### config.mk
export PLATFORM = sky130hd
export DESIGN_NAME = result_drain_unit_flat
export DESIGN_NICKNAME = d
export VERILOG_FILES = /design/src/rtl/dla_pkg.sv /design/src/rtl/result_drain_unit_if.sv /design/src/rtl/result_drain_unit.sv /design/src/flat_wrapper.sv
export SDC_FILE = /design/constraint.sdc
export NUM_CORES = 1
export LEC_CHECK = 0
export CORE_ASPECT_RATIO = 1.25
export CORE_MARGIN = 2
export CORE_UTILIZATION = 50
export DETAILED_ROUTE_END_ITERATION = 10
export GPL_ROUTABILITY_DRIVEN = 0
export HOLD_SLACK_MARGIN = 0.06
export PLACE_DENSITY = 0.76
export SYNTH_ARGS = -nofsm -noshare
export SYNTH_HDL_FRONTEND = slang
export SYNTH_SLANG_ARGS = --single-unit
export TNS_END_PERCENT = 50
### constraint.sdc
create_clock -name CLK -period 3.1 [get_ports CLK]
set_clock_uncertainty 0.05 [all_clocks]
set_input_delay 0.62 -clock CLK [delete_from_list [all_inputs] [get_ports CLK]]
set_output_delay 0.62 -clock CLK [all_outputs]
set_load 0.01 [all_outputs]
### src/rtl/dla_pkg.sv
// Shared definitions for the systolic-array edge blocks: drain FSM encoding
// and the width helpers used to size result and index buses.
package dla_pkg;

  typedef enum logic {
    ST_IDLE  = 1'b0,
    ST_DRAIN = 1'b1
  } drain_state_e;

  function automatic int acc_width(input int width);
    return 2 * width;
  endfunction

  function automatic int idx_width(input int n);
    return (n <= 1) ? 1 : $clog2(n);
  endfunction

endpackage

### src/rtl/result_drain_unit_if.sv
// Result stream from the drain unit toward the result memory writer.
interface result_drain_unit_if
  import dla_pkg::*;
#(
    parameter int WIDTH = 8,
    parameter int N     = 4
);
    localparam int ACC_W = acc_width(WIDTH);
    localparam int IDX_W = idx_width(N);

    logic [ACC_W-1:0] OUT_DATA;
    logic [IDX_W-1:0] OUT_IDX;
    logic             OUT_VALID;
    logic             OUT_LAST;
    logic             OUT_READY;

    modport master (output OUT_DATA, OUT_IDX, OUT_VALID, OUT_LAST, input OUT_READY);
    modport slave  (input OUT_DATA, OUT_IDX, OUT_VALID, OUT_LAST, output OUT_READY);
endinterface

### src/rtl/result_drain_unit.sv
// Snapshots one PE row's results on DONE, clears the row, and streams the
// snapshot out one result per valid/ready beat.
module result_drain_unit
  import dla_pkg::*;
#(
    parameter int WIDTH = 8,
    parameter int N     = 4
) (
    input  logic                              CLK,
    input  logic                              ASYNC_RST,
    input  logic                              DONE,
    input  logic [N*acc_width(WIDTH)-1:0]     PE_RESULTS,
    output logic                              PE_CLR,
    output logic                              BUSY,
    output logic                              OVERRUN,
    result_drain_unit_if.master               out_if
);
    localparam int ACC_W = acc_width(WIDTH);
    localparam int IDX_W = idx_width(N);
    localparam logic [IDX_W-1:0] LAST_IDX = IDX_W'(N - 1);

    drain_state_e     state, state_nxt;
    logic [ACC_W-1:0] snapshot [N];
    logic [IDX_W-1:0] idx;
    logic             pe_clr_q;
    logic             overrun_q;

    logic draining, last_beat, xfer, last_xfer, capture;

    assign draining  = (state == ST_DRAIN);
    assign last_beat = (idx == LAST_IDX);
    assign xfer      = draining && out_if.OUT_READY;
    assign last_xfer = xfer && last_beat;
    // A DONE on the final transfer recaptures with no idle bubble.
    assign capture   = DONE && (!draining || last_xfer);

    always_ff @(posedge CLK or posedge ASYNC_RST) begin
        if (ASYNC_RST) state <= ST_IDLE;
        else           state <= state_nxt;
    end

    always_comb begin
        state_nxt = state;
        case (state)
            ST_IDLE:  if (DONE) state_nxt = ST_DRAIN;
            ST_DRAIN: if (last_xfer && !DONE) state_nxt = ST_IDLE;
            default:  state_nxt = ST_IDLE;
        endcase
    end

    // NOTE: the snapshot is reset along with the rest so OUT_DATA reads 0 out
    // of reset; it is only N words, so the reset fan-out is cheap.
    always_ff @(posedge CLK or posedge ASYNC_RST) begin
        if (ASYNC_RST) begin
            for (int i = 0; i < N; i++) snapshot[i] <= '0;
            idx       <= '0;
            pe_clr_q  <= 1'b0;
            overrun_q <= 1'b0;
        end else begin
            // NOTE: non-blocking throughout so every register sees pre-edge values.
            pe_clr_q <= capture;
            if (capture) begin
                for (int i = 0; i < N; i++) snapshot[i] <= PE_RESULTS[i*ACC_W +: ACC_W];
                idx <= '0;
            end else if (xfer) begin
                idx <= last_beat ? '0 : idx + IDX_W'(1);
            end
            if (DONE && draining && !last_xfer) overrun_q <= 1'b1;
        end
    end

    always_comb begin
        // NOTE: defaults first so no path leaves an output unassigned (no latch).
        out_if.OUT_VALID = 1'b0;
        out_if.OUT_DATA  = '0;
        out_if.OUT_IDX   = '0;
        out_if.OUT_LAST  = 1'b0;
        BUSY             = 1'b0;
        if (draining) begin
            out_if.OUT_VALID = 1'b1;
            out_if.OUT_DATA  = snapshot[idx];
            out_if.OUT_IDX   = idx;
            out_if.OUT_LAST  = last_beat;
            BUSY             = 1'b1;
        end
    end

    assign PE_CLR  = pe_clr_q;
    assign OVERRUN = overrun_q;

endmodule

### src/flat_wrapper.sv
// flat-port wrapper written by rule: the top's interface ports become plain ports
module result_drain_unit_flat import dla_pkg::*;
#(
    parameter int WIDTH = 8,
    parameter int N     = 4
)
  (CLK, ASYNC_RST, DONE, PE_RESULTS, PE_CLR, BUSY, OVERRUN, out_if_OUT_DATA, out_if_OUT_IDX, out_if_OUT_VALID, out_if_OUT_LAST, out_if_OUT_READY);
  result_drain_unit_if #(.WIDTH(WIDTH), .N(N)) out_if_i ();
  input  logic CLK;
  input  logic ASYNC_RST;
  input  logic DONE;
  input  logic [N*acc_width(WIDTH)-1:0] PE_RESULTS;
  output logic PE_CLR;
  output logic BUSY;
  output logic OVERRUN;
  output wire logic [$bits(out_if_i.OUT_DATA)-1:0] out_if_OUT_DATA;
  output wire logic [$bits(out_if_i.OUT_IDX)-1:0] out_if_OUT_IDX;
  output wire logic [$bits(out_if_i.OUT_VALID)-1:0] out_if_OUT_VALID;
  output wire logic [$bits(out_if_i.OUT_LAST)-1:0] out_if_OUT_LAST;
  input wire logic [$bits(out_if_i.OUT_READY)-1:0] out_if_OUT_READY;
  assign out_if_OUT_DATA = out_if_i.OUT_DATA;
  assign out_if_OUT_IDX = out_if_i.OUT_IDX;
  assign out_if_OUT_VALID = out_if_i.OUT_VALID;
  assign out_if_OUT_LAST = out_if_i.OUT_LAST;
  assign out_if_i.OUT_READY = out_if_OUT_READY;
  result_drain_unit #(.WIDTH(WIDTH), .N(N)) u_core (.CLK(CLK), .ASYNC_RST(ASYNC_RST), .DONE(DONE), .PE_RESULTS(PE_RESULTS), .PE_CLR(PE_CLR), .BUSY(BUSY), .OVERRUN(OVERRUN), .out_if(out_if_i));
endmodule
# Word-level counts from Yosys, hierarchy flattened
# Index checks and enable logic that the tools add are counted.
[word_totals] out_inout_bits=23 ff_bits=69 in_bits=68
[classes] order_cmp=1 muxes=13 bitwise=2 reduce_logical=11 eq_ne=1 n_addsub=1
[op_table] operator="$mux 16" n=3
[op_table] operator="$bmux 16 s2" n=1
[op_table] operator="$mux 2" n=4
[op_table] operator="$logic_and 1x1->1" n=6
[op_table] operator="$mux 1" n=4
[op_table] operator="$ge 3x3->1 const B" n=1
[op_table] operator="$logic_not 1->1" n=3
[op_table] operator="$not 2->3" n=1
[op_table] operator="$add 2x1->2 const B" n=1
[op_table] operator="$eq 2x2->1 const B" n=1
[op_table] operator="$pmux 1 s2" n=1
[op_table] operator="$reduce_bool 2->1" n=1
[op_table] operator="$logic_or 1x1->1" n=1
[op_table] operator="$not 1->1" n=1

# Logic depth before layout (Yosys ltp)
# Gate-level depths: netlist of the first run.
[logic_depth] ltp_word=5 ltp_mapped=5

# Worst setup path after synthesis of the first run
# OpenSTA, ideal clock, no wires.
[synth_path] path_type="reg-to-output" from="reg u_core.state, in the netlist u_core.draining" to="out out_if_OUT_DATA[0]" path_stages_with_launch=5 t_arrival_ns=1.207 slack_ns=1.223 n_path_buf=2 path_cell_list="dfrtp_1 -> buf_2 -> nand2_1 -> clkbuf_1 -> o22ai_1"
[synth_between] elab_chain_cells=1
[synth_rtl] element="start: declaration" line="result_drain_unit.sv:22" text="drain_state_e state, state_nxt;"
[synth_rtl] element="start signal: assignment" line="result_drain_unit.sv:39" text="else state <= state_nxt;"
[synth_rtl] element="$mux 16" line="result_drain_unit.sv:79" text="if (draining) begin"
[synth_rtl] element="end: declaration" line="flat_wrapper.sv:16" text="output wire logic [$bits(out_if_i.OUT_DATA)-1:0] out_if_OUT_DATA;"
# No other way between the ends.

# Final worst setup path of the first run
[layout_path] from="reg u_core.state, in the netlist u_core.draining" to="out out_if_OUT_DATA[5]"
# The elaborated chain is that of the path after synthesis.

==> flow_summary.toml, run 1 <==
[synthesis]
yosys.cell_count.top_type = "sky130_fd_sc_hd__dfrtp_1"
commonest_cells_in_the_synthesized_netlist = "sky130_fd_sc_hd__dfrtp_1, sky130_fd_sc_hd__nand2_1, sky130_fd_sc_hd__inv_1"
synth_largest_area_cell = "sky130_fd_sc_hd__dfrtp_1"
mappedNetlistArea_mm2 = 0.00403
seq_cells_post_synth = 69
synthesis.instances = 367
post_synth_main_area_contributors = "sky130_fd_sc_hd__dfrtp_1, sky130_fd_sc_hd__o32ai_2, sky130_fd_sc_hd__mux2i_1, sky130_fd_sc_hd__nand2_1, sky130_fd_sc_hd__inv_1"
synth_enable_flop_cells = 0
async_reset_ff_frac = 1.00
postSynthNetCount = 436
syn_avg_cell_area_um2 = 11.0
synthesis.yosys.warnings = 0
post_synthesis_sequential_area_ratio = 0.429
postSynth.topFlopCell = "sky130_fd_sc_hd__dfrtp_1"
synth_top_area_frac = 0.429
synth_cell_type_count = 24

[setup_path]
timing.critical_path.from = "u_core.draining$_DFF_PP0_"
worst-path-max-fanout = 16
critical_path.startpoint_type = "flop"
worst_ep_arrival_time_ns = 2.13
cp_cell_sequence = "nand2b_2 -> o22ai_1 -> clkdlybuf4s50_1"
critical_path.max_stage_delay_ns = 0.58
rr_startpoint = "u_core.idx[0]$_DFFE_PP0P_"
timing.critical_path.slowest_stage_cell = "sky130_fd_sc_hd__clkdlybuf4s50_1"
cp.required_ns = 2.43
worst_setup_path_category = "reg -> out"
worstSetupEndpointType = "output port"

[floorplanning]
io_pins = 91
rows = 36
die_h_um = 104
floorplan.core_area_mm2 = 0.00779
die_span_in_x_um = 84.3
die_area_mm2 = 0.00880
start_util = 0.517

[hold_path]
hold_path.class = "reg -> reg"
min-delay-start = "u_core.OVERRUN$_DFFE_PP0P_"

[route]
detail_route.first_pass.iterations = 4
drc = 0
wire_per_inst_um = 17.0
wirelength_um = 9120
drt-initial-drc-count = 188
postRouteAntennaNets = 0
via_count = 2957
vias_per_cell = 5.52

[clock_tree]
numCtsBuffers = 9
cts_tree = "built"
post_cts_buffers = 0
ctsResizeCount = 0
path_clk_slew_ns = 0.07
clock_tree.root_cell = "sky130_fd_sc_hd__clkbuf_8"
clockBufferDepth = 2
cts_hold_buffers = 0
clock_sink_count = 69
cts-htree-levels = 3
clock_insertion_delay_worst_skew_ns = 0.34

[power_and_ir_drop]
ir_drop_v = 0.000583
leakagePower_nw = 2.23
power.density_cell_area_mw_per_mm2 = 944
total_power_mw = 4.81

[global_routing]
wire_length_of_the_first_global_routing_pass_um = 15000
antenna_found_initial = 0
global_route.usage.total = 0.217
number_of_global_route_vias_before_repair = 3037
grt_overflow_total = 0
grt_max_degree = 68

[placed_design]
dp.cells = 520
detailedPlacementHpwl_um = 5870
io_buffer_count = 90

[timing]
fin_crit_ns = 2.80
final_min_period_over_clock_period = 0.904
fin_tns_setup_ns = 0
timing.fmax_mhz = 357
tightestPinTransition_ns = 0.622
maxSlewHeadroom = 0.585
finalHoldViolations = 0
report.final.setup_viol = 0
rsz_0062_raised_after_global_routing = "no"
worst_hold_check_slack_ns = 0.421
timing.final.max_slew_violations = 0

[run]
timing.max_cap.violations = 0

[cells_and_area]
fin_cells = 536
antenna_cells_inserted = 0
layout.nets = 505
final_layout_size_suffix_gt1_frac = 0.197
layout.core_utilization = 0.654
syn_to_final_growth_pct = 26.4
fill_cells = 613

[run_status]
run_status = "complete, no violations"
==> kinds of logic (layout without fill, tap and decap cells) <==
family / after synthesis / after routing / share of synthesized area
flip-flops: 69 / 69 / 0.429
multiplexers: 32 / 32 / 0.0795
buffers and inverters: 104 / 178 / 0.124
AO/OA/AOI/OAI: 84 / 84 / 0.285
AND/OR/NAND/NOR: 77 / 77 / 0.0801
adder cells (fa/ha/maj): 1 / 1 / 0.00311
==> final cells by class <==
type                       count  area (um^2)  area share
multi-input combinational    194         1820       0.358
sequential                    69         1730       0.339
tap                           95          119      0.0233
timing repair buffer          96         1000       0.197
clock buffer                  15          166      0.0327
inverter                      66          248      0.0486
clock inverter                 1         5.00    0.000983
==> cells in the final DEF, fill, tap and decap left out, types with 2 or more instances in the layout <==
master                             n
sky130_fd_sc_hd__mux2i_1          32
sky130_fd_sc_hd__nand2_1          66
sky130_fd_sc_hd__and2_1            2
sky130_fd_sc_hd__clkdlybuf4s50_1  89
sky130_fd_sc_hd__dfrtp_1          68
sky130_fd_sc_hd__o32ai_2          60
sky130_fd_sc_hd__inv_2             2
sky130_fd_sc_hd__o32ai_1           4
sky130_fd_sc_hd__o22ai_1          16
sky130_fd_sc_hd__clkbuf_8         11
sky130_fd_sc_hd__buf_12            5
sky130_fd_sc_hd__clkbuf_1          4
sky130_fd_sc_hd__inv_1            64
==> worst paths after layout <==
| kind | end | cells past startpoint | slack (ns) |
|---|---|---|---|
| max | out_if_OUT_DATA[5] | 3 | 0.30 |
| min | u_core.OVERRUN$_DFFE_PP0P_ | 1 | 0.42 |
| max reg2reg | u_core.snapshot[17]$_DFFE_PP0P_ | 4 | 1.21 |
| min reg2reg | u_core.OVERRUN$_DFFE_PP0P_ | 1 | 0.42 |
| max in group asynchronous | u_core.snapshot[57]$_DFFE_PP0P_ | 3 | 1.74 |
| min in group asynchronous | u_core.snapshot[61]$_DFFE_PP0P_ | 2 | 0.62 |
==> flip-flops by register name (all words and copies together), names as in the netlist <==
| signal | count |
|---|---|
| u_core.snapshot | 64 |
| u_core.OVERRUN | 1 |
| u_core.idx | 2 |
| u_core.PE_CLR | 1 |
| u_core.draining | 1 |
==> through the flow <==
step	area [um^2]	setup slack, ns
after floorplan	4030	0.690
after global placement	4920	0.512
after detailed placement	4920	0.455
after CTS	5090	0.0686
after global routing	5090	0.185
final	5090	0.299
==> per-layer routing <==
metal / vias to the layer above / global-route usage / share of wire / wire (um)
li1: 1416 / - / - / -
met1: 1453 / 0.286 / 0.43 / 3960
met2: 71 / 0.344 / 0.50 / 4520
met3: 17 / 0.0357 / 0.039 / 354
met4: 0 / 0.109 / 0.031 / 287
met5: - / 0 / 0 / 0
==> power breakdown <==
part / internal (mW) / leakage (nW) / switching (mW)
combinational: 1.44 / 1.31 / 1.13
sequential: 1.33 / 0.836 / 0.241
clock: 0.335 / 0.0877 / 0.329
total: 3.11 / 2.23 / 1.70
==> critical path: cells and delay by family, from the launching register on <==
| family | cells | cell delay, ns |
|---|---|---|
| AOI/OAI and AO/OA | 1 | 0.30 |
| DFF | 1 | 0.57 |
| and+or+nand+nor | 1 | 0.33 |
| buffers and inverters | 1 | 0.58 |
(Power assumes the default switching activity.)
==> run 2, diff against run 1 <==
--- a/config.mk
+++ b/config.mk
@@ -6,7 +6,6 @@
 export NUM_CORES = 1
 export LEC_CHECK = 0
 export CORE_ASPECT_RATIO = 1.25
-export CORE_MARGIN = 2
 export CORE_UTILIZATION = 50
 export DETAILED_ROUTE_END_ITERATION = 10
 export GPL_ROUTABILITY_DRIVEN = 0
==> flow_summary.toml, run 2 (same netlist as run 1, synthesis figures left out) <==
[run_status]
run_status = "complete, no violations"

[clock_tree]
clock_tree.root_cell = "sky130_fd_sc_hd__clkbuf_8"
post_cts_buffers = 0
cts_tree = "built"
clock_insertion_delay_worst_skew_ns = 0.35
clock_sink_count = 69
numCtsBuffers = 9
cts-htree-levels = 3
cts_hold_buffers = 0
clockBufferDepth = 2
path_clk_slew_ns = 0.07
ctsResizeCount = 0

[placed_design]
detailedPlacementHpwl_um = 6100
io_buffer_count = 90

[cells_and_area]
antenna_cells_inserted = 0
most_used_cells_in_the_layout_excluding_fill_and_tap_cells = "sky130_fd_sc_hd__clkdlybuf4s50_1, sky130_fd_sc_hd__dfrtp_1, sky130_fd_sc_hd__nand2_1"
reg_top3 = "u_core.snapshot (64), u_core.idx (2)"
layout.nets = 508
largest_reg_flops = 64
layout.core_utilization = 0.657
final_layout_size_suffix_gt1_frac = 0.209
multi_input_comb_area_mm2 = 0.00182
fill_cells = 637
syn_to_final_growth_pct = 27.1
layout.cells.most_common = "sky130_fd_sc_hd__clkdlybuf4s50_1"
seq_area_mm2 = 0.00173
reg_with_most_ffs = "u_core.snapshot"

[setup_path]
critical_path.startpoint_type = "flop"
critical_path.max_stage_delay_ns = 0.67
worst-path-max-fanout = 17
rr_startpoint = "u_core.idx[1]$_DFFE_PP0P_"
critical-path-top-delay-family = "buffers and inverters"
timing.critical_path.slowest_stage_cell = "sky130_fd_sc_hd__dfrtp_2"
worst_ep_arrival_time_ns = 2.18
worstSetupEndpointType = "output port"
cp.required_ns = 2.43
cp_num_buf_inv = 2
cp_cell_sequence = "buf_12 -> mux2i_1 -> o22ai_1 -> clkdlybuf4s50_1"
timing.critical_path.from = "u_core.idx[1]$_DFFE_PP0P_"
worst_setup_path_category = "reg -> out"

[timing]
fin_tns_setup_ns = 0
final_min_period_over_clock_period = 0.920
tightestPinTransition_ns = 0.654
report.final.setup_viol = 0
rsz_0062_raised_after_global_routing = "no"
timing.final.max_slew_violations = 0
fin_crit_ns = 2.85
maxSlewHeadroom = 0.564
finalHoldViolations = 0
timing.fmax_mhz = 351

[floorplanning]
rows = 36
floorplan.core_area_mm2 = 0.00779
die_h_um = 102
start_util = 0.517
die_span_in_x_um = 82.3
die_area_mm2 = 0.00842
io_pins = 91

[power_and_ir_drop]
ir_drop_v = 0.000766
total_power_mw = 4.83
p_int_mw = 3.11
share_comb_of_total_power = 0.525
power.density_cell_area_mw_per_mm2 = 943
net-switching-power_mw = 1.71
clock_power_share = 0.138
switching_share = 0.355
leakagePower_nw = 2.25
seqPwrFrac = 0.337

[route]
via_count = 2997
vias_per_cell = 5.56
postRouteAntennaNets = 0
detail_route.first_pass.iterations = 4
drc = 0
drt-initial-drc-count = 196
wire_per_inst_um = 16.9
wirelength_um = 9090

[global_routing]
grt_overflow_total = 0
antenna_found_initial = 0
grt_max_degree = 68
wire_length_of_the_first_global_routing_pass_um = 14900
number_of_global_route_vias_before_repair = 3039
global_route.usage.total = 0.239

[hold_path]
min-delay-start = "u_core.OVERRUN$_DFFE_PP0P_"
hold_path.class = "reg -> reg"

[run]
timing.max_cap.violations = 0
run 2: cell count changes in the layout (fill, tap and decap cells not counted), sizes merged:
cell | previous run | this run
buf | 7 | 10
clkinvlp | 0 | 1
clkbuf | 15 | 12
clkinv | 1 | 3
run 2: power by group through the flow:
stage	Clock (mW)	Combinational, mW	Sequential (mW)
after floorplan	0	1.83	1.51
after global placement	0	2.49	1.62
after detailed placement	0	2.55	1.64
after CTS	0.674	2.56	1.62
after global routing	0.725	2.74	1.68
final	0.665	2.54	1.63
run 2: final cells by class:
class	count	share of cell area
Clock buffer	12	0.0303
Clock inverter	4	0.00440
Inverter	66	0.0484
Multi-Input combinational cell	194	0.356
Sequential cell	69	0.337
Tap cell	95	0.0232
Timing Repair Buffer	99	0.200
run 2: stage by stage:
| step | std cells | setup WS [ns] | hold WS, ns | cell area [um^2] |
|---|---|---|---|---|
| 6_report | 539 | 0.247 | 0.430 | 5120 |
| 5_1_grt | 539 | 0.126 | 0.449 | 5120 |
| 4_1_cts | 539 | 0.0951 | 0.440 | 5120 |
| 3_5_place_dp | 523 | 0.486 | 0.420 | 4940 |
| 3_3_place_gp | 523 | 0.551 | 0.395 | 4940 |
| 2_1_floorplan | 367 | 0.690 | 0.443 | 4030 |
run 2: worst paths after layout:
path	to	slack [ns]	cells past startpoint
setup / recovery	out_if_OUT_DATA[6]	0.25	4
hold / removal	u_core.OVERRUN$_DFFE_PP0P_	0.43	1
setup reg to reg	u_core.snapshot[0]$_DFFE_PP0P_	1.14	4
hold reg to reg	u_core.OVERRUN$_DFFE_PP0P_	0.43	1
max in group asynchronous	u_core.OVERRUN$_DFFE_PP0P_	1.72	3
min in group asynchronous	u_core.snapshot[27]$_DFFE_PP0P_	0.62	2
run 2: routing by layer:
layer	track usage	wire [um]
met1	0.325	3950
met4	0.115	235
met5	0	0
met2	0.370	4510
met3	0.0366	394
==> run 3, diff against run 2 <==
--- a/config.mk
+++ b/config.mk
@@ -6,11 +6,11 @@
 export NUM_CORES = 1
 export LEC_CHECK = 0
 export CORE_ASPECT_RATIO = 1.25
-export CORE_UTILIZATION = 50
+export CORE_UTILIZATION = 39
 export DETAILED_ROUTE_END_ITERATION = 10
 export GPL_ROUTABILITY_DRIVEN = 0
 export HOLD_SLACK_MARGIN = 0.06
-export PLACE_DENSITY = 0.76
+export PLACE_DENSITY = 0.61
 export SYNTH_ARGS = -nofsm -noshare
 export SYNTH_HDL_FRONTEND = slang
 export SYNTH_SLANG_ARGS = --single-unit
==> flow_summary.toml, run 3 (same netlist as run 1, synthesis figures left out) <==
[run_status]
run_status = "complete, no violations"

[cells_and_area]
reg_top3 = "u_core.snapshot (64), u_core.idx (2)"
most_used_cells_in_the_layout_excluding_fill_and_tap_cells = "sky130_fd_sc_hd__clkdlybuf4s50_1, sky130_fd_sc_hd__dfrtp_1, sky130_fd_sc_hd__nand2_1"
layout.nets = 513
layout.cells.most_common = "sky130_fd_sc_hd__clkdlybuf4s50_1"
largest_reg_flops = 64
reg_with_most_ffs = "u_core.snapshot"
fill_cells = 915
layout.core_utilization = 0.530
multi_input_comb_area_mm2 = 0.00182
syn_to_final_growth_pct = 32.4
seq_area_mm2 = 0.00173
final_layout_size_suffix_gt1_frac = 0.214
fin_cells = 578
antenna_cells_inserted = 0

[setup_path]
worst-path-max-fanout = 25
critical-path-top-delay-family = "buffers and inverters"
cp_num_buf_inv = 2
rr_worst_depth = 5
worstSetupPathDepth = 4
cp.required_ns = 2.43
worstSetupEndpointType = "output port"
cp_cell_sequence = "buf_4 -> ha_1 -> and2_1 -> clkdlybuf4s50_1"
critical_path.max_stage_delay_ns = 0.53
critical_path.startpoint_type = "flop"
worst_ep_arrival_time_ns = 2.10
timing.critical_path.slowest_stage_cell = "sky130_fd_sc_hd__clkdlybuf4s50_1"
worst_setup_path_category = "reg -> out"

[route]
wire_per_inst_um = 17.1
via_count = 2981
vias_per_cell = 5.16
drc = 0
detail_route.first_pass.iterations = 4
drt-initial-drc-count = 156
postRouteAntennaNets = 0
wirelength_um = 9870

[clock_tree]
cts_hold_buffers = 0
ctsResizeCount = 0
clock_insertion_delay_worst_skew_ns = 0.33
cts_tree = "built"
post_cts_buffers = 0
clock_sink_count = 69
clock_tree.root_cell = "sky130_fd_sc_hd__clkbuf_16"
path_clk_slew_ns = 0.05
numCtsBuffers = 9
clockBufferDepth = 2
cts-htree-levels = 3

[global_routing]
number_of_global_route_vias_before_repair = 3063
grt_max_degree = 70
antenna_found_initial = 0
global_route.usage.total = 0.193
grt_overflow_total = 0
wire_length_of_the_first_global_routing_pass_um = 15700

[power_and_ir_drop]
leakagePower_nw = 2.34
power.density_cell_area_mw_per_mm2 = 1000
ir_drop_v = 0.000650

[run]
timing.max_cap.violations = 0

[floorplanning]
die_span_in_x_um = 92.9
floorplan.core_area_mm2 = 0.0101
die_h_um = 116
io_pins = 91
start_util = 0.401
die_area_mm2 = 0.0107
rows = 41

[timing]
final_min_period_over_clock_period = 0.893
finalHoldViolations = 0
timing.final.max_slew_violations = 0
maxSlewHeadroom = 0.688
timing.fmax_mhz = 361
fin_tns_setup_ns = 0
report.final.setup_viol = 0
rsz_0062_raised_after_global_routing = "no"
tightestPinTransition_ns = 0.469
fin_crit_ns = 2.77

[placed_design]
dp.cells = 562
io_buffer_count = 90
detailedPlacementHpwl_um = 6520

[hold_path]
hold_path.class = "reg -> reg"
worst_hold_path.num_cells = 1
==> run 3: worst register-to-register path, stage by stage, from the launching register on <==
cell and delay (ns):
sky130_fd_sc_hd__dfrtp_2 0.35, sky130_fd_sc_hd__buf_4 0.37, sky130_fd_sc_hd__ha_1 0.36, sky130_fd_sc_hd__and3_4 0.49, sky130_fd_sc_hd__buf_4 0.31, sky130_fd_sc_hd__o32ai_2 0.11
==> run 3: power by group <==
part           total (mW)  switching [mW]  internal [mW]
Sequential           1.61           0.275           1.34
Combinational        2.60            1.14           1.47
Clock                1.12           0.377          0.745
==> run 3: final timing paths <==
kind,slack (ns),startpoint,endpoint
hold reg to reg,0.41,u_core.OVERRUN$_DFFE_PP0P_,u_core.OVERRUN$_DFFE_PP0P_
setup / recovery,0.33,u_core.idx[1]$_DFFE_PP0P_,out_if_OUT_LAST
max in group asynchronous,2.04,ASYNC_RST,u_core.idx[1]$_DFFE_PP0P_
setup reg to reg,0.91,u_core.idx[1]$_DFFE_PP0P_,u_core.snapshot[61]$_DFFE_PP0P_
hold / removal,0.41,u_core.OVERRUN$_DFFE_PP0P_,u_core.OVERRUN$_DFFE_PP0P_
min in group asynchronous,0.64,ASYNC_RST,u_core.snapshot[59]$_DFFE_PP0P_
==> run 3: cell type report <==
type                       instances  share of cell area
multi-input combinational        194               0.341
timing repair buffer             104               0.197
tap                              129              0.0303
sequential                        69               0.324
inverter                          66              0.0464
clock buffer                      12              0.0481
clock inverter                     4              0.0131
==> run 3: stage by stage <==
stage          hold WS, ns  area (um^2)  total power [mW]  worst slack, ns
6_report             0.407         5330              5.34            0.332
3_5_place_dp         0.393         5010              4.25            0.671
3_3_place_gp         0.395         5010              4.20            0.689
2_1_floorplan        0.443         4030              3.35            0.690
4_1_cts              0.414         5330              5.38            0.317
5_1_grt              0.461         5330              5.65            0.234
==> run 3: routing by layer <==
layer | track usage | wire (um) | share of wire
met1 | 0.250 | 4380 | 0.44
met2 | 0.325 | 4980 | 0.50
met3 | 0.0420 | 357 | 0.036
met4 | 0.0585 | 146 | 0.015
met5 | 0 | 0 | 0
==> patch 1 (settings of run 1) <==
`N` is set to 4 in 3 places; all go to 8.
--- a/src/rtl/result_drain_unit_if.sv
+++ b/src/rtl/result_drain_unit_if.sv
@@ -3,7 +3,7 @@
   import dla_pkg::*;
 #(
     parameter int WIDTH = 8,
-    parameter int N     = 4
+    parameter int N     = 8
 );
     localparam int ACC_W = acc_width(WIDTH);
     localparam int IDX_W = idx_width(N);
--- a/src/rtl/result_drain_unit.sv
+++ b/src/rtl/result_drain_unit.sv
@@ -4,7 +4,7 @@
   import dla_pkg::*;
 #(
     parameter int WIDTH = 8,
-    parameter int N     = 4
+    parameter int N     = 8
 ) (
     input  logic                              CLK,
     input  logic                              ASYNC_RST,
--- a/src/flat_wrapper.sv
+++ b/src/flat_wrapper.sv
@@ -2,7 +2,7 @@
 module result_drain_unit_flat import dla_pkg::*;
 #(
     parameter int WIDTH = 8,
-    parameter int N     = 4
+    parameter int N     = 8
 )
   (CLK, ASYNC_RST, DONE, PE_RESULTS, PE_CLR, BUSY, OVERRUN, out_if_OUT_DATA, out_if_OUT_IDX, out_if_OUT_VALID, out_if_OUT_LAST, out_if_OUT_READY);
   result_drain_unit_if #(.WIDTH(WIDTH), .N(N)) out_if_i ();
Interface: changed (resized PE_RESULTS and out_if_OUT_IDX); port bits go from 91 to 156. The function was not compared with the original's and may differ.
==> patch 1 against run 1 <==
Power grew 84%; routed wire length rose by 69%; highest routed layer unchanged; area after synthesis rose by 64%; sequential cell count increased by 65; clock power grew to 2.9 times the old value; critical path depth up 2; worst setup slack got worse by 0.25 ns; final area rose by 74%.
==> patch 1: results (changes against run 1) <==
Clock Latency Late Sink -> 0.41 ns (was 0.34 ns)
Leakage -> 3.814 nW (was 2.231 nW)
worst r2r dst -> u_core.snapshot[96] (was u_core.snapshot[17])
worst hold slack -> 0.4148 ns (was 0.4207 ns)
post-synth cell types -> 26 (was 24)
worst-path fanout max -> 17 (was 16)
Comb pwr share -> 0.427 (was 0.534)
Switching Share -> 0.2944 (was 0.3536)
port bufs -> 155 (was 90)
per-cell routed wire length -> 20.55 um (was 17.02 um)
pin count of the biggest net entering global routing -> 135 (was 68)
TritonCTS Buffers -> 17 (was 9)
total wire length -> 15410 um (was 9123 um)
Root Driver -> clkbuf_16 (was clkbuf_8)
FILL cells -> 944 (was 613)
share of cells above drive strength 1 -> 0.3972 (was 0.1973)
origin of the critical flop-to-flop path -> u_core.idx[2] (was u_core.idx[0])
Synth Area per Inst -> 16.27 um2 (was 10.98 um2)
placed cell count -> 716 (was 520)
R2R cell count -> 6 (was 4)
first-pass GRT wire length -> 24250 um (was 14970 um)
worst setup path endpoint -> out_if_OUT_DATA[6] (was out_if_OUT_DATA[5])
Max Clock Freq -> 327.4 MHz (was 357.0 MHz)
post-place setup slack -> 0.4302 ns (was 0.4545 ns)
Vias/cell -> 5.319 (was 5.517)
final layout net count -> 701 (was 505)
power per cell area -> 998.5 mW/mm2 (was 944.2 mW/mm2)
worst endpoint data arrival time -> 2.38 ns (was 2.13 ns)
Ant. Diodes -> 0 (unchanged)
Synth area leaders -> dfrtp_1, mux2_4, mux2_2, mux4_2, buf_12 (was dfrtp_1, o32ai_2, mux2i_1, nand2_1, inv_1)
final HPWL from detailed placement -> 10830 um (was 5869 um)
number of global-route vias before repair -> 4394 (was 3037)
Synth top cells by count -> dfrtp_1, mux2_4, mux2_2 (was dfrtp_1, nand2_1, inv_1, o32ai_2, mux2i_1)
maximum VDD drop -> 495.0 uV (was 582.9 uV)
H-tree lvl count -> 4 (was 3)
status -> finished, final reports clean (unchanged)
slack of the worst reg-to-reg path -> 0.71 ns (was 1.21 ns)
Max-slew headroom -> 0.5267 (was 0.5847)
1st-iter DRT viols -> 200 (was 188)
GR Util All Layers -> 0.2290 (was 0.2172)
clock power share -> 0.221 (was 0.138)
sequential share of the synthesized area -> 0.5063 (was 0.4286)
patch 1: cell count changes after synthesis, moves of 59 or more:
| cell | run 1 | this run |
|---|---|---|
| dfrtp_1 | 69 | 134 |
| inv_1 | 65 | 1 |
| mux2_2 | 0 | 59 |
| mux2_4 | 0 | 101 |
| nand2_1 | 67 | 3 |
| o32ai_2 | 60 | 0 |
patch 1: cells by family (layout without fill, tap and decap cells):
logic type                 Yosys count  in the layout  share of synthesized area
DFF                                134            134                     0.5063
muxes                              177            177                     0.3852
AOI/OAI and AO/OA                   38             38                    0.03571
and+or+nand+nor                     26             26                    0.01852
buffers and inverters               30            202                    0.05044
adders and majority gates            2              2                   0.003778
patch 1: area by class of cell:
cell class | count | area (um2) | area share
sequential | 134 | 3354 | 0.3789
multi-input combinational | 243 | 2947 | 0.3328
timing repair buffer | 170 | 1748 | 0.1974
clock buffer | 19 | 452.9 | 0.05116
tap | 171 | 214.0 | 0.02417
clock inverter | 12 | 130.1 | 0.01470
inverter | 1 | 7.507 | 0.0008479
patch 1: metal layers:
| metal | GRT usage | part of all wire | vias to the layer above |
|---|---|---|---|
| li1 | - | - | 1813 |
| met1 | 0.2939 | 0.42 | 2011 |
| met2 | 0.3772 | 0.51 | 140 |
| met3 | 0.05271 | 0.044 | 25 |
| met4 | 0.08947 | 0.027 | 0 |
| met5 | 0 | 0 | - |
patch 1: worst max-delay path, cell delays in order (launching register included):
cell and delay [ns]:
dfrtp_2 0.41, buf_12 0.19, mux4_2 0.52, o22ai_1 0.27, nor2_1 0.08, clkdlybuf4s50_1 0.48
patch 1: timing repair:
action / in CTS / in global routing
setup endpoints to repair: 2 / 10
pin swaps: 0 / 0
resized for setup: 0 / 6
setup buffers: 0 / 2
cloned: 1 / 0
==> patch 2 (settings of run 1) <==
Without the edit above. Register the output `OVERRUN` once more, cleared by the reset; this adds one clock of latency there. The other outputs are not delayed to match.
--- a/src/rtl/result_drain_unit.sv
+++ b/src/rtl/result_drain_unit.sv
@@ -86,7 +86,13 @@
     end
 
     assign PE_CLR  = pe_clr_q;
-    assign OVERRUN = overrun_q;
+    always_ff @(posedge CLK or posedge ASYNC_RST) begin
+        if (ASYNC_RST) begin
+            OVERRUN <= '0;
+        end else begin
+            OVERRUN <= overrun_q;
+        end
+    end
 
 endmodule
 
Function: changed (Yosys sat finds a counterexample within 4 cycles, from zero or initial values and one cycle with ASYNC_RST high).
==> patch 2 against run 1 <==
Worst setup slack improved by 0.0014 ns; final area increased by 0.79%; synthesized cell count increased by 0.27%; critical path depth unchanged; power increased by 1.8%; worst hold slack got worse by 0.081 ns; die area increased by 0.59%; sequential cell count increased by 1; global-route usage increased by 0.069 points; routed wire length increased by 1.5%; core utilization increased by 0.14 points; area after synthesis increased by 0.62%; cell count increased by 0.37%; largest cell class unchanged.
==> patch 2: results (changes against run 1) <==
status -> finished, final reports clean (unchanged)
Tightest Pin Transition -> 0.6831 ns (was 0.6220 ns)
origin of the critical flop-to-flop path -> u_core.idx[0] (unchanged)
Synth Instances -> 368 (was 367)
placed cell count -> 522 (was 520)
number of global-route vias before repair -> 3134 (was 3037)
Leakage -> 2.243 nW (was 2.231 nW)
Placed Area -> 0.004937 mm2 (was 0.004917 mm2)
worst-path fanout max -> 16 (unchanged)
final HPWL from detailed placement -> 6032 um (was 5869 um)
met3 routed wirelength -> 413 um (was 354 um)
Post-Synth Adder-Cell Area -> 0.003086 (was 0.003106)
post-place setup slack -> 0.4372 ns (was 0.4545 ns)
per-cell routed wire length -> 17.20 um (was 17.02 um)
Synth area leaders -> dfrtp_1, o32ai_2, mux2i_1, nand2_1, inv_1 (unchanged)
M3 GR Usage -> 0.04107 (was 0.03571)
FILL cells -> 633 (was 613)
core outline area -> 0.007838 mm2 (was 0.007792 mm2)
antenna violations before repair -> 0 (unchanged)
pin count of the biggest net entering global routing -> 70 (was 68)
P_clk -> 0.723 mW (was 0.664 mW)
Multi-input gate area -> 0.001824 mm2 (unchanged)
register share of total power -> 0.324 (was 0.328)
Mapped Nets -> 437 (was 436)
mux contribution to synthesized area -> 0.07901 (was 0.07950)
async set-reset flop share out of synthesis -> 1.000 (unchanged)
worst r2r dst -> u_core.snapshot[29] (was u_core.snapshot[17])
final layout net count -> 507 (was 505)
Hold Path Sink -> u_core.OVERRUN (unchanged)
wl on met1 -> 4018 um (was 3956 um)
first-pass GRT wire length -> 15260 um (was 14970 um)
GR Util All Layers -> 0.2179 (was 0.2172)
top sig layer -> met4 (unchanged)
Vias/cell -> 5.506 (was 5.517)
sequential share of the synthesized area -> 0.4321 (was 0.4286)
post-synthesis compound-gate area fraction -> 0.2833 (was 0.2851)
Top Family by Delay on Critical Path -> flip-flops (was buffers and inverters)
M2 GR Usage -> 0.3616 (was 0.3441)
share of cells above drive strength 1 -> 0.2032 (was 0.1973)
1st-iter DRT viols -> 257 (was 188)
worst hold slack -> 0.3402 ns (was 0.4207 ns)
Clock buf/inv share -> 0.03729 (was 0.03365)
M1 GR Usage -> 0.2838 (was 0.2862)
Synth top cells by count -> dfrtp_1, nand2_1, inv_1, o32ai_2, mux2i_1 (unchanged)
Worst Hold Launch -> u_core.overrun_q (was u_core.OVERRUN)
Non-clock buffers -> 97 (was 96)
TritonCTS Buffers -> 9 (unchanged)
fraction of area in registers -> 0.3415 (was 0.3392)
Signal buf overhead -> 0.1945 (was 0.1970)
slowest cell on the critical path -> dfrtp_1 (was clkdlybuf4s50_1)
total wire length -> 9256 um (was 9123 um)
hold path depth -> 0 (was 1)
maximum VDD drop -> 573.1 uV (was 582.9 uV)
Post-CTS Setup Repair Bufs -> 0 (unchanged)
clock buffers -> 11 (was 15)
slack of the worst reg-to-reg path -> 1.28 ns (was 1.21 ns)
Initial DRT Pass Iterations -> 4 (unchanged)
Internal -> 3.155 mW (was 3.109 mW)
met2 WL post-DR -> 4676 um (was 4523 um)
register bit total from synthesis -> 70 (was 69)
[patch 2: worst max path at each step]
stage / to / cells after the start / from / slack, ns
6_report: out_if_OUT_DATA[5] / 3 / u_core.draining / 0.30
3_5_place_dp: out_if_OUT_DATA[5] / 3 / u_core.draining / 0.44
4_1_cts: out_if_OUT_DATA[5] / 3 / u_core.draining / 0.06
3_3_place_gp: out_if_OUT_DATA[5] / 3 / u_core.draining / 0.51
2_1_floorplan: u_core.OVERRUN / 1 / ASYNC_RST / 0.66
5_1_grt: out_if_OUT_DATA[8] / 3 / u_core.draining / 0.18
[patch 2: per-stage QoR]
stage | utilization | power, mW
after CTS | 0.6544 | 4.926
final | 0.6550 | 4.895
after floorplan | - | 3.360
after global routing | 0.6550 | 5.189
after detailed placement | 0.6299 | 4.197
after global placement | 0.6299 | 4.124
[patch 2: timing repair]
| item | in CTS | in global routing |
|---|---|---|
| resized for setup | 0 | 2 |
| endpoints found under the setup margin | 0 | 10 |
| hold buffers | 0 | 0 |
